`config.mk`:
```
export PLATFORM = sky130hd
export DESIGN_NAME = alu4_cmd_sequencer
export DESIGN_NICKNAME = d
export VERILOG_FILES = /design/src/rtl/alu4_pkg.sv /design/src/rtl/alu4_cmd_fifo.sv /design/src/rtl/alu4_cmd_sequencer.sv
export SDC_FILE = /design/constraint.sdc
export NUM_CORES = 1
export LEC_CHECK = 0
export CAP_MARGIN = 15
export CORE_UTILIZATION = 33
export CTS_BUF_LIST = sky130_fd_sc_hd__clkbuf_8
export CTS_CLUSTER_DIAMETER = 200
export CTS_CLUSTER_SIZE = 40
export DETAILED_ROUTE_END_ITERATION = 8
export PLACE_DENSITY = 0.63
export SKIP_CTS_REPAIR_TIMING = 1
export SLEW_MARGIN = 20
export SYNTH_ARGS = -nofsm -noshare
export SYNTH_HDL_FRONTEND = slang
export SYNTH_SLANG_ARGS = --single-unit
```
`constraint.sdc`:
```
create_clock -name clk -period 3.5 [get_ports clk]
set_input_delay 0.525 -clock clk [delete_from_list [all_inputs] [get_ports clk]]
set_output_delay 0.525 -clock clk [all_outputs]
set_load 0.03 [all_outputs]
```
`src/rtl/alu4_pkg.sv`:
```
// Shared types and opcode constants for the 4-bit ALU command sequencer.
package alu4_pkg;

  localparam int unsigned ALU_W = 4;

  localparam logic [2:0] OP_ADD   = 3'b000;
  localparam logic [2:0] OP_SUB   = 3'b001;
  localparam logic [2:0] OP_AND   = 3'b010;
  localparam logic [2:0] OP_OR    = 3'b011;
  localparam logic [2:0] OP_XOR   = 3'b100;
  localparam logic [2:0] OP_NOT   = 3'b101;
  localparam logic [2:0] OP_PASSB = 3'b110;
  localparam logic [2:0] OP_PASSA = 3'b111;

  typedef struct packed {
    logic [2:0]       sel;
    logic [ALU_W-1:0] a;
    logic [ALU_W-1:0] b;
    logic             use_acc;
  } alu_cmd_t;

  typedef enum logic [1:0] {
    StIdle,
    StExec,
    StResp
  } seq_state_e;

endpackage

```
`src/rtl/alu4_cmd_fifo.sv`:
```
// Synchronous command FIFO; Depth must be a power of two so pointers wrap naturally.
module alu4_cmd_fifo #(
  parameter int unsigned Depth = 4,
  parameter int unsigned Width = 12
) (
  input  logic             clk,
  input  logic             rst_n,
  input  logic             push_i,
  input  logic [Width-1:0] wdata_i,
  input  logic             pop_i,
  output logic [Width-1:0] rdata_o,
  output logic             full_o,
  output logic             empty_o
);

  localparam int unsigned PtrW = (Depth > 1) ? $clog2(Depth) : 1;

  logic [PtrW-1:0]  wptr_q, wptr_d;
  logic [PtrW-1:0]  rptr_q, rptr_d;
  logic [PtrW:0]    count_q, count_d;
  logic [Width-1:0] mem_q [Depth];
  logic             push_en, pop_en;

  assign full_o  = (count_q == (PtrW+1)'(Depth));
  assign empty_o = (count_q == '0);
  assign push_en = push_i && !full_o;
  assign pop_en  = pop_i && !empty_o;
  assign rdata_o = mem_q[rptr_q];

  always_comb begin
    wptr_d  = wptr_q;
    rptr_d  = rptr_q;
    count_d = count_q;
    if (push_en) wptr_d = wptr_q + 1'b1;
    if (pop_en)  rptr_d = rptr_q + 1'b1;
    unique case ({push_en, pop_en})
      2'b10:   count_d = count_q + 1'b1;
      2'b01:   count_d = count_q - 1'b1;
      default: count_d = count_q;
    endcase
  end

  always_ff @(posedge clk or negedge rst_n) begin
    if (!rst_n) begin
      wptr_q  <= '0;
      rptr_q  <= '0;
      count_q <= '0;
    end else begin
      wptr_q  <= wptr_d;
      rptr_q  <= rptr_d;
      count_q <= count_d;
    end
  end

  // Storage needs no reset: entries are only read while the count says they are valid.
  always_ff @(posedge clk) begin
    if (push_en) mem_q[wptr_q] <= wdata_i;
  end

endmodule

```
`src/rtl/alu4_cmd_sequencer.sv`:
```
// Queues ALU commands, issues them one at a time to an external alu4bit and returns results.
// Optional ALU_SEQ_STATS_EN adds saturating op/carry counters.
module alu4_cmd_sequencer
  import alu4_pkg::*;
#(
  parameter int unsigned Depth = 4
) (
  input  logic             clk,
  input  logic             rst_n,
  input  logic             cmd_valid_i,
  output logic             cmd_ready_o,
  input  logic [2:0]       cmd_sel_i,
  input  logic [ALU_W-1:0] cmd_a_i,
  input  logic [ALU_W-1:0] cmd_b_i,
  input  logic             cmd_use_acc_i,
  output logic [ALU_W-1:0] alu_a_o,
  output logic [ALU_W-1:0] alu_b_o,
  output logic [2:0]       alu_sel_o,
  input  logic [ALU_W-1:0] alu_result_i,
  input  logic             alu_carry_i,
  input  logic             alu_zero_i,
  output logic             rsp_valid_o,
  input  logic             rsp_ready_i,
  output logic [ALU_W-1:0] rsp_result_o,
  output logic             rsp_carry_o,
  output logic             rsp_zero_o,
`ifdef ALU_SEQ_STATS_EN
  output logic [15:0]      stat_ops_o,
  output logic [15:0]      stat_carry_o,
`endif
  output logic [ALU_W-1:0] acc_o
);

  localparam int unsigned Width = ALU_W;

  seq_state_e       state_q, state_d;
  logic [Width-1:0] alu_a_q, alu_a_d, alu_b_q, alu_b_d;
  logic [2:0]       alu_sel_q, alu_sel_d;
  logic             rsp_valid_q, rsp_valid_d;
  logic [Width-1:0] rsp_result_q, rsp_result_d;
  logic             rsp_carry_q, rsp_carry_d;
  logic             rsp_zero_q, rsp_zero_d;
  logic [Width-1:0] acc_q, acc_d;

  alu_cmd_t push_cmd, head_cmd;
  logic     fifo_full, fifo_empty, fifo_pop, issue;

  assign push_cmd = {cmd_sel_i, cmd_a_i, cmd_b_i, cmd_use_acc_i};

  alu4_cmd_fifo #(
    .Depth(Depth),
    .Width($bits(alu_cmd_t))
  ) u_fifo (
    .clk    (clk),
    .rst_n  (rst_n),
    .push_i (cmd_valid_i),
    .wdata_i(push_cmd),
    .pop_i  (fifo_pop),
    .rdata_o(head_cmd),
    .full_o (fifo_full),
    .empty_o(fifo_empty)
  );

  assign cmd_ready_o = !fifo_full;

  always_comb begin
    state_d      = state_q;
    alu_a_d      = alu_a_q;
    alu_b_d      = alu_b_q;
    alu_sel_d    = alu_sel_q;
    rsp_valid_d  = rsp_valid_q;
    rsp_result_d = rsp_result_q;
    rsp_carry_d  = rsp_carry_q;
    rsp_zero_d   = rsp_zero_q;
    acc_d        = acc_q;
    issue        = 1'b0;
    fifo_pop     = 1'b0;

    unique case (state_q)
      StIdle: begin
        if (!fifo_empty) begin
          issue   = 1'b1;
          state_d = StExec;
        end
      end
      StExec: begin
        rsp_result_d = alu_result_i;
        rsp_carry_d  = alu_carry_i;
        rsp_zero_d   = alu_zero_i;
        acc_d        = alu_result_i;
        rsp_valid_d  = 1'b1;
        state_d      = StResp;
      end
      StResp: begin
        if (rsp_ready_i) begin
          rsp_valid_d = 1'b0;
          if (!fifo_empty) begin
            issue   = 1'b1;
            state_d = StExec;
          end else begin
            state_d = StIdle;
          end
        end
      end
      default: state_d = StIdle;
    endcase

    // acc_q already holds the previous result here, since EXEC updated it before RESP.
    if (issue) begin
      fifo_pop  = 1'b1;
      alu_a_d   = head_cmd.use_acc ? acc_q : head_cmd.a;
      alu_b_d   = head_cmd.b;
      alu_sel_d = head_cmd.sel;
    end
  end

  always_ff @(posedge clk or negedge rst_n) begin
    if (!rst_n) begin
      state_q      <= StIdle;
      alu_a_q      <= '0;
      alu_b_q      <= '0;
      alu_sel_q    <= '0;
      rsp_valid_q  <= 1'b0;
      rsp_result_q <= '0;
      rsp_carry_q  <= 1'b0;
      rsp_zero_q   <= 1'b0;
      acc_q        <= '0;
    end else begin
      state_q      <= state_d;
      alu_a_q      <= alu_a_d;
      alu_b_q      <= alu_b_d;
      alu_sel_q    <= alu_sel_d;
      rsp_valid_q  <= rsp_valid_d;
      rsp_result_q <= rsp_result_d;
      rsp_carry_q  <= rsp_carry_d;
      rsp_zero_q   <= rsp_zero_d;
      acc_q        <= acc_d;
    end
  end

  assign alu_a_o      = alu_a_q;
  assign alu_b_o      = alu_b_q;
  assign alu_sel_o    = alu_sel_q;
  assign rsp_valid_o  = rsp_valid_q;
  assign rsp_result_o = rsp_result_q;
  assign rsp_carry_o  = rsp_carry_q;
  assign rsp_zero_o   = rsp_zero_q;
  assign acc_o        = acc_q;

`ifdef ALU_SEQ_STATS_EN
  logic [15:0] stat_ops_q, stat_carry_q;

  always_ff @(posedge clk or negedge rst_n) begin
    if (!rst_n) begin
      stat_ops_q   <= '0;
      stat_carry_q <= '0;
    end else if (state_q == StExec) begin
      if (stat_ops_q != 16'hFFFF) stat_ops_q <= stat_ops_q + 16'd1;
      if (alu_carry_i && (stat_carry_q != 16'hFFFF)) stat_carry_q <= stat_carry_q + 16'd1;
    end
  end

  assign stat_ops_o   = stat_ops_q;
  assign stat_carry_o = stat_carry_q;
`endif

endmodule
```
# After elaboration in Yosys (flattened, before gate mapping)

Memory sizes are Yosys's and may differ from the RTL's.
Cells that the tools add are included.

Flip-flop bits (word level): 27
Bits in latches: 0
Bits in writable memories: 48
Bits in read-only memories: 0
Input bits: 22
Logic and storage cells: 47
Memories kept: 1

Add/sub/neg operators: 4
Multipliers: 0
Div/mod/pow operators: 0
Magnitude comparators: 0
Equal/unequal tests: 7
Shifts and indexed selects: 0
Mux-type cells: 14
Bitwise gates (word level): 0
Reduce and logical (&&, ||, !) cells: 10

Memories:

| memory       | depth | bits a word | rd ports | clocked after memory_dff | wr ports | RTL line            | RTL |
|---|---|---|---|---|---|---|---|
| u_fifo.mem_q | 4     | 12          | 1        | 0                        | 1        | alu4_cmd_fifo.sv:21 | `logic [Width-1:0] mem_q [Depth];` |

Operator list:

| cell                                                                  | number |
|---|---|
| 1-bit 2-to-1 mux                                                      | 7 |
| 2-bit case mux with 3 select lines                                    | 1 |
| 3-bit case mux with 2 select lines                                    | 1 |
| 2-bit by 1-bit adder with 2-bit output, second input constant         | 2 |
| 2-bit by 1-bit equality test with 1-bit output, second input constant | 2 |
| 2-bit equality test, second input constant                            | 2 |
| 2-bit 2-to-1 mux                                                      | 2 |
| 4-bit 2-to-1 mux                                                      | 1 |
| 2-bit != test, second input constant                                  | 2 |
| 1-bit case mux with 2 select lines                                    | 2 |
| 2-bit AND reduction                                                   | 2 |
| 2-bit nonzero test                                                    | 2 |
| 3-bit by 1-bit adder with 3-bit output, second input constant         | 1 |
| 3-bit equality test, second input constant                            | 1 |
| 3-bit zero test                                                       | 1 |
| 3-bit by 1-bit subtractor with 3-bit output, second input constant    | 1 |
| 1-bit logical AND                                                     | 2 |
| 1-bit zero test                                                       | 2 |
| 2-bit zero test                                                       | 1 |

# Depth between registers and ports, before layout

Gate-level depths: netlist of run 1.

Word-level depth: 8
Depth in mapped cells: 9
Mapped depth without buffers: 9

# Hierarchy

Synthesis of run 1 repeated with hierarchy kept, for this count alone.

Cells, all modules: 157
Area, all modules: 3,084.2 sq um

By module, submodules not included:

| module             | times used | cells each | area each (sq um) |
|---|---|---|---|
| alu4_cmd_fifo      | 1          | 100        | 2,188.3 |
| alu4_cmd_sequencer | 1          | 57         | 895.9 |

# Worst setup path before layout of run 1

OpenSTA, ideal clock, no wires.

Kind: reg2reg
Start point: reg u_fifo.count_q[0]
End point: reg u_fifo.count_q[2]
Setup time: 79 ps
Arrival: 2,215 ps
Required time: 3,421 ps
Slack: 1,205 ps
Stages on the path, launching flop included: 10
Path buffers: 0
Period minus slack after synthesis: 2,295 ps
Path through: dfrtp_1 -> or3b_1 -> and2_1 -> inv_1 -> ha_1 -> inv_1 -> fa_1 -> xor2_1 -> nor2_1 -> xor2_1

RTL lines:

| what                                                                                         | RTL line                 | RTL |
|---|---|---|
| start, declared                                                                              | alu4_cmd_fifo.sv:20      | `logic [PtrW:0] count_q, count_d;` |
| start signal, assigned                                                                       | alu4_cmd_fifo.sv:51      | `count_q <= count_d;` |
| 3-bit equality test *                                                                        | alu4_cmd_fifo.sv:24      | `assign full_o = (count_q == (PtrW+1)'(Depth));` |
| 1-bit zero test *                                                                            | n/a                      |  |
| named net cmd_ready_o                                                                        | alu4_cmd_sequencer.sv:11 | `output logic cmd_ready_o,` |
| 1-bit logical AND *                                                                          | alu4_cmd_fifo.sv:26      | `assign push_en = push_i && !full_o;` |
| 2-bit by 1-bit equality test with 1-bit output / 2-bit equality test (equally long branches) | alu4_cmd_fifo.sv:36      | `unique case ({push_en, pop_en})` |
| 3-bit case mux with 2 select lines / 2-bit nonzero test (equally long branches)              | n/a                      |  |

The timed path passes the listed nets; every way through them passes the cells marked *.
A chain may end at the register's enable or synchronous reset.

# Worst setup path after layout of run 1

Start point: reg u_fifo.count_q[0]
End point: out cmd_ready_o

Cells in the longest elaborated chain, start to end: 2

RTL lines:

| what                | RTL line                 | RTL |
|---|---|---|
| 3-bit equality test | alu4_cmd_fifo.sv:24      |  |
| 1-bit zero test     | alu4_cmd_sequencer.sv:64 | `assign cmd_ready_o = !fifo_full;` |
| end, declared       | alu4_cmd_sequencer.sv:11 |  |

No other way between the ends.

==> flow_metrics.py, run 1 <==
metrics = {
    "worst_setup_path": {
        "crit_arrival_ns": 1.85,
        "critPathKind": "flop to primary output",
        "path_max_fanout": 6,
        "crit_required_ns": 2.97,
        "crit_path_start_kind": "flop",
        "endpoint_kind": "primary output",
    },
    "clock_network": {
        "cts_max_path_buffers": 2,
        "cts_tree": "done",
        "cts.clk_slew.worst_paths_ns": 0.07,
        "clock_latency_ns": 0.33,
        "cts_made_buffers": 9,
        "clk_root_buffer_cell": "clkbuf_8",
        "htree_levels": 3,
        "clock-sinks": 75,
    },
    "routing": {
        "wire_per_inst_um": 15.2,
        "routed_via_density": 4.59,
        "ant_nets": 0,
        "finalWirelength_mm": 4.82,
        "drc": 8,
        "drtPass1Iterations": 6,
        "first_iter_violations": 47,
        "route.vias.total": 1450,
    },
    "synth": {
        "synth_top_family_by_area": "multiplexers",
        "synth-seq-cells": 75,
        "syn-instance-count": 155,
        "yosysWarningCount": 0,
        "synthMuxAreaShare_pct": 19.1,
        "synthXorXnorAreaFrac_pct": 1.74,
        "ys_types": 27,
        "synth_simple_gate_area_share_pct": 2.69,
        "yosys-top-cells-area": "edfxtp_1 (48%), dfrtp_1 (22%), mux4_1 (8.7%)",
        "synth_top_area_share_pct": 47.7,
        "syn_nets": 183,
        "synth_compound_area_share_pct": 0.580,
        "synth_fa_ha_area_share_pct": 2.74,
        "yosys.area.top_type": "edfxtp_1",
        "ys_seq_area_share_pct": 70.1,
        "avgSynthCellArea_um2": 19.5,
        "syn-cell-area_um2": 3020,
    },
    "timing": {
        "setup_tns_ns": 0,
        "timing.fmax_mhz": 421,
        "period_needed_ns": 2.37,
        "rsz0062_at_grt": "no",
        "skew_ns": 0.00626,
        "maxSlewViolCount": 0,
        "slew_headroom_pct": 50.6,
        "tightest_slew_ns": 0.741,
        "period_share_pct": 67.8,
        "timing.final.ws_setup_ns": 1.13,
        "finalHoldViolCount": 0,
        "finalSetupViolations": 0,
    },
    "floorplanning": {
        "fp.dieArea_um2": 9540,
        "std_cell_rows": 34,
        "die_h_um": 97.7,
        "io_pins": 45,
        "initial_utilization_pct": 34.3,
        "fp.coreArea_um2": 8810,
        "die_w_um": 97.7,
    },
    "cells_and_area": {
        "final_nets": 232,
        "syn2layout_area_growth_pct": 23.7,
        "drive_gt1_share_pct": 18.8,
        "antennaDiodeCount": 0,
        "layout.cells.non_filler": 316,
    },
    "run_status": {
        "status": "finished with violations",
        "violations": "design-rule violations",
    },
    "global_routing": {
        "grt_pass1_vias": 1472,
        "antenna_found_initial": 0,
        "grt_overflow": 0,
        "grt_max_degree": 28,
        "grt_pass1_wl_mm": 7.89,
        "grt_usage_pct": 11.1,
    },
    "power": {
        "vdd_drop_max_v": 0.000378,
        "power.density_nw_per_um2": 918,
        "p_leak_nw": 1.41,
    },
    "flow_run": {
        "cap_violations": 0,
    },
    "place": {
        "port_buffers": 44,
        "dp_slack_ns": 0.888,
        "dpl.cell_count": 301,
        "hpwlAfterDp_mm": 3.12,
        "gp_routability_congestion": 0.641,
    },
    "min_path": {
        "min_path_type": "flop to flop",
    },
}
## placed cells by master, fill, tap and decap left out, types with 2 or more instances in the layout
cell	synthesis	routed
xnor2_1	2	2
a21oi_1	2	2
clkbuf_8	0	9
ha_1	5	5
and3_1	4	4
inv_1	8	8
buf_4	4	2
mux4_2	2	2
nor3_1	3	2
nor2_1	2	2
mux2_2	18	18
clkinv_1	0	2
mux4_1	10	10
xor2_1	4	4
clkinvlp_4	0	2
clkdlybuf4s50_1	0	44
edfxtp_1	48	48
dfrtp_1	27	27
mux2_4	3	3
## cells in the mapped netlist, drive strengths merged
library cell  number
and2               1
nor3               3
mux2i              1
nor4b              1
mux2              22
xor2               4
fa                 1
buf                8
or3b               1
edfxtp            48
a21o               1
a21oi              2
and3               4
nor2               2
nor2b              1
dfrtp             27
inv                8
mux4              12
xnor2              2
nand2              1
ha                 5
## area by class of cell
class	count	area [um2]
Multi-Input combinational cell	64	816
Sequential cell	75	2120
Clock inverter	6	57.6
Inverter	8	30.0
Tap cell	108	135
Fill cell	787	5070
Clock buffer	9	124
Timing Repair Buffer	46	455
## registers in the layout (all words and copies together) (netlist names)
name            cells
u_fifo.rptr_q       2
alu_b_o             4
u_fifo.count_q      3
acc_o               4
rsp_carry_o         1
alu_sel_o           3
u_fifo.mem_q       48
u_fifo.wptr_q       2
state_q             2
alu_a_o             4
rsp_zero_o          1
rsp_valid_o         1
## kinds of logic after synthesis
logic type,Yosys count
AO/OA/AOI/OAI,3
XOR/XNOR,6
adder cells (fa/ha/maj),6
buffers and inverters,16
flip-flops,75
multiplexers,35
AND/OR/NAND/NOR,14
## power breakdown
| group | internal [W] | switching, W | total [W] | leakage [nW] |
|---|---|---|---|---|
| Clock | 0.000319 | 0.000288 | 0.000607 | 0.0862 |
| Combinational | 0.000717 | 0.000662 | 0.00138 | 0.564 |
| Sequential | 0.00124 | 0.000201 | 0.00144 | 0.755 |
| Total | 0.00228 | 0.00115 | 0.00343 | 1.41 |
## path summary, 6_finish.rpt
path | startpoint | to | slack (ns) | cells after the start
setup / recovery | u_fifo.count_q[0] | cmd_ready_o | 1.13 | 2
hold / removal | u_fifo.count_q[2] | u_fifo.count_q[2] | 0.50 | 1
setup reg to reg | u_fifo.count_q[0] | u_fifo.count_q[2] | 1.22 | 9
hold reg to reg | u_fifo.count_q[2] | u_fifo.count_q[2] | 0.50 | 1
max in group asynchronous | rst_n | alu_sel_o[2] | 2.65 | 2
min in group asynchronous | rst_n | alu_sel_o[0] | 0.58 | 2
## metrics by stage
stage / cell area, um2 / hold WS, ns / power (W) / util, %
after CTS: 3730 / 0.504 / 0.00348 / 42.4
after detailed placement: 3550 / 0.493 / 0.00287 / 40.4
after global placement: 3550 / 0.476 / 0.00284 / 40.4
after floorplan: 3020 / 0.229 / 0.00243 / -
final: 3730 / 0.497 / 0.00343 / 42.4
after global routing: 3730 / 0.532 / 0.00364 / 42.4
## critical path, cell delays in order, from the launching register on
cell and delay, ns:
dfrtp_1 0.42, or3b_1 0.47, clkdlybuf4s50_1 0.63
## routing by layer
metal	wire, um	GRT usage, %
met5	0	0
met4	28	3.15
met3	367	4.46
met2	2300	17.3
met1	2120	14.3
No activity file was read; power rests on OpenSTA's default activity.
==> run 2: changes to the inputs <==
--- a/config.mk
+++ b/config.mk
@@ -11,7 +11,7 @@
 export CTS_CLUSTER_DIAMETER = 200
 export CTS_CLUSTER_SIZE = 40
 export DETAILED_ROUTE_END_ITERATION = 8
-export PLACE_DENSITY = 0.63
+export PLACE_DENSITY = 0.65
 export SKIP_CTS_REPAIR_TIMING = 1
 export SLEW_MARGIN = 20
 export SYNTH_ARGS = -nofsm -noshare
==> constraint.sdc (replaced) <==
create_clock -name clk -period 2.13 [get_ports clk]
set_input_delay 0.3195 -clock clk [delete_from_list [all_inputs] [get_ports clk]]
set_output_delay 0.3195 -clock clk [all_outputs]
set_load 0.03 [all_outputs]
==> run 2 against run 1 <==
  * The flow still finishes with violations (design-rule violations)
  * Clock power up 80%
  * Final area is 2.9% higher
  * Clock-buffer cell count up 1
  * Setup slack worse by 1.0 ns
  * Global-route usage increased by 0.31 points
  * Die area unchanged
  * Sequential power up 59%
  * Combinational power increased by 82%
  * Non-clock buffer count grew 9
  * Critical path depth increased by 7
  * Via count is 5.4% higher
  * Critical path type is now flop to flop
==> flow_metrics.py, run 2 (same netlist as run 1, synthesis figures left out) <==
metrics = {
    "cells_and_area": {
        "drive_gt1_share_pct": 25.7,
        "fillers": 777,
        "top_register": "u_fifo.mem_q",
        "syn2layout_area_growth_pct": 27.4,
        "layout_common_cells": "edfxtp_1 (48), clkdlybuf4s50_1 (43), dfrtp_1 (27)",
        "antennaDiodeCount": 0,
        "multi_input_area_um2": 836,
        "largest_register_ffs": 48,
        "layout_commonest_cell": "edfxtp_1",
        "final_nets": 241,
        "register_area_um2": 2120,
    },
    "routing": {
        "wirelength_met1_mm": 2.19,
        "finalWirelength_mm": 4.96,
        "route.vias.total": 1529,
        "drtPass1Iterations": 6,
        "routed_via_density": 4.69,
        "first_iter_violations": 30,
        "ant_nets": 0,
        "drc": 12,
        "met3_wirelength_um": 275,
        "dr_wl_met2_mm": 2.43,
        "wire_per_inst_um": 15.2,
        "top_layer_used": "met4",
    },
    "global_routing": {
        "grt_pass1_vias": 1577,
        "antenna_found_initial": 0,
        "grt_pass1_wl_mm": 7.96,
        "grt_usage_pct": 11.4,
        "grt_max_degree": 28,
        "grt_overflow": 0,
    },
    "floorplanning": {
        "die_w_um": 97.7,
        "fp.dieArea_um2": 9540,
        "fp.coreArea_um2": 8810,
        "initial_utilization_pct": 34.3,
        "die_h_um": 97.7,
        "std_cell_rows": 34,
        "io_pins": 45,
    },
    "worst_setup_path": {
        "critPathKind": "flop to flop",
        "crit_chain": "or3b_4 > and2_4 > inv_2 > ha_4 > inv_2 > fa_2 > xor2_1 > nor2_1 > xor2_1",
        "r2r_slack_ns": 0.12,
        "crit_arrival_ns": 2.27,
        "r2r-end": "u_fifo.count_q[2]",
        "critPathCapture": "u_fifo.count_q[2]",
        "crit_path_max_incr_delay_ns": 0.40,
        "crit_path_start_kind": "flop",
        "crit_required_ns": 2.39,
        "endpoint_kind": "flop",
        "ff2ff_path_depth": 9,
        "timing.rr.start": "u_fifo.count_q[1]",
        "crit_slowest_cell": "dfrtp_1",
        "path_max_fanout": 3,
        "crit_start": "u_fifo.count_q[1]",
    },
    "timing": {
        "rsz0062_at_grt": "yes",
        "skew_ns": 0.00873,
        "timing.fmax_mhz": 497,
        "period_needed_ns": 2.01,
        "period_share_pct": 94.5,
        "slew_headroom_pct": 54.5,
        "maxSlewViolCount": 0,
        "finalHoldViolCount": 0,
        "tightest_slew_ns": 0.682,
        "timing.final.ws_setup_ns": 0.117,
        "setup_tns_ns": 0,
        "finalSetupViolations": 0,
    },
    "power": {
        "p_leak_nw": 1.47,
        "clockPowerShare_pct": 18.5,
        "vdd_drop_max_v": 0.000533,
        "switching_share_pct": 33.6,
        "p_int_w": 0.00391,
        "power.density_nw_per_um2": 1530,
        "p_comb_share_pct": 42.6,
        "power_switching_w": 0.00198,
        "pwr-share-seq_pct": 38.9,
    },
    "clock_network": {
        "clock_latency_ns": 0.34,
        "clock-sinks": 75,
        "cts_max_path_buffers": 2,
        "cts.clk_slew.worst_paths_ns": 0.08,
        "htree_levels": 3,
        "cts_made_buffers": 9,
        "cts_tree": "done",
        "clk_root_buffer_cell": "clkbuf_8",
    },
    "run_status": {
        "status": "finished with violations",
        "violations": "design-rule violations",
    },
    "place": {
        "port_buffers": 44,
        "hpwlAfterDp_mm": 3.35,
        "gp_routability_congestion": 0.712,
        "dp_slack_ns": -0.0203,
    },
    "flow_run": {
        "cap_violations": 0,
    },
    "min_path": {
        "min_path_type": "primary input to async pin",
    },
}
-- run 2: worst min-delay path by stage --
stage | slack [ns] | startpoint | end
global placement | 0.48 | u_fifo.count_q[2] | u_fifo.count_q[2]
global route | 0.40 | rst_n | alu_sel_o[1]
floorplan | 0.02 | rst_n | acc_o[0]
CTS | 0.38 | rst_n | alu_b_o[2]
finish | 0.37 | rst_n | alu_sel_o[1]
detailed placement | 0.49 | state_q[1] | rsp_valid_o
-- run 2: critical path: cells and delay by family, from the launching register on --
kind	cells	cell delay, ns
xor gates and xnor gates	2	0.30
adders and majority gates	2	0.45
buffers and inverters	2	0.09
DFF	1	0.40
and+or+nand+nor	3	0.68
-- run 2: power by group through the flow --
stage	clock network [W]	registers [W]	logic [W]
2_1_floorplan	0	0.00260	0.00141
3_3_place_gp	0	0.00231	0.00246
3_5_place_dp	0	0.00234	0.00251
4_1_cts	0.00112	0.00230	0.00251
5_1_grt	0.00117	0.00236	0.00268
6_report	0.00109	0.00229	0.00251
-- run 2: through the flow --
stage / instances / hold slack, ns / total power, W / instance area [um2] / util (%)
3_5_place_dp: 310 / 0.486 / 0.00484 / 3630 / 41.2
4_1_cts: 326 / 0.376 / 0.00594 / 3830 / 43.5
6_report: 326 / 0.371 / 0.00590 / 3840 / 43.7
5_1_grt: 326 / 0.400 / 0.00621 / 3840 / 43.7
2_1_floorplan: 155 / 0.0239 / 0.00401 / 3030 / -
3_3_place_gp: 310 / 0.476 / 0.00477 / 3630 / 41.2
-- run 2: cell type report --
type                            instances  area share, %
Sequential cell                        75           55.1
Multi-Input combinational cell         64           21.7
Timing Repair Buffer                   55           13.7
Clock buffer                           10           3.58
Tap cell                              108           3.51
Clock inverter                          6           1.66
Inverter                                8          0.781
-- run 2: metal layers --
| layer | global-route usage (%) | vias up |
|---|---|---|
| met1 | 13.6 | 771 |
| li1 | - | 706 |
| met3 | 4.68 | 8 |
| met2 | 18.5 | 44 |
| met4 | 4.20 | 0 |
| met5 | 0 | - |
==> run 3: changes to the inputs <==
--- a/config.mk
+++ b/config.mk
@@ -5,7 +5,7 @@
 export SDC_FILE = /design/constraint.sdc
 export NUM_CORES = 1
 export LEC_CHECK = 0
-export CAP_MARGIN = 15
+export CAP_MARGIN = 20
 export CORE_UTILIZATION = 33
 export CTS_BUF_LIST = sky130_fd_sc_hd__clkbuf_8
 export CTS_CLUSTER_DIAMETER = 200
==> results of run 3 <==
No change in the layout: final DEF, timing and power equal those of run 2.
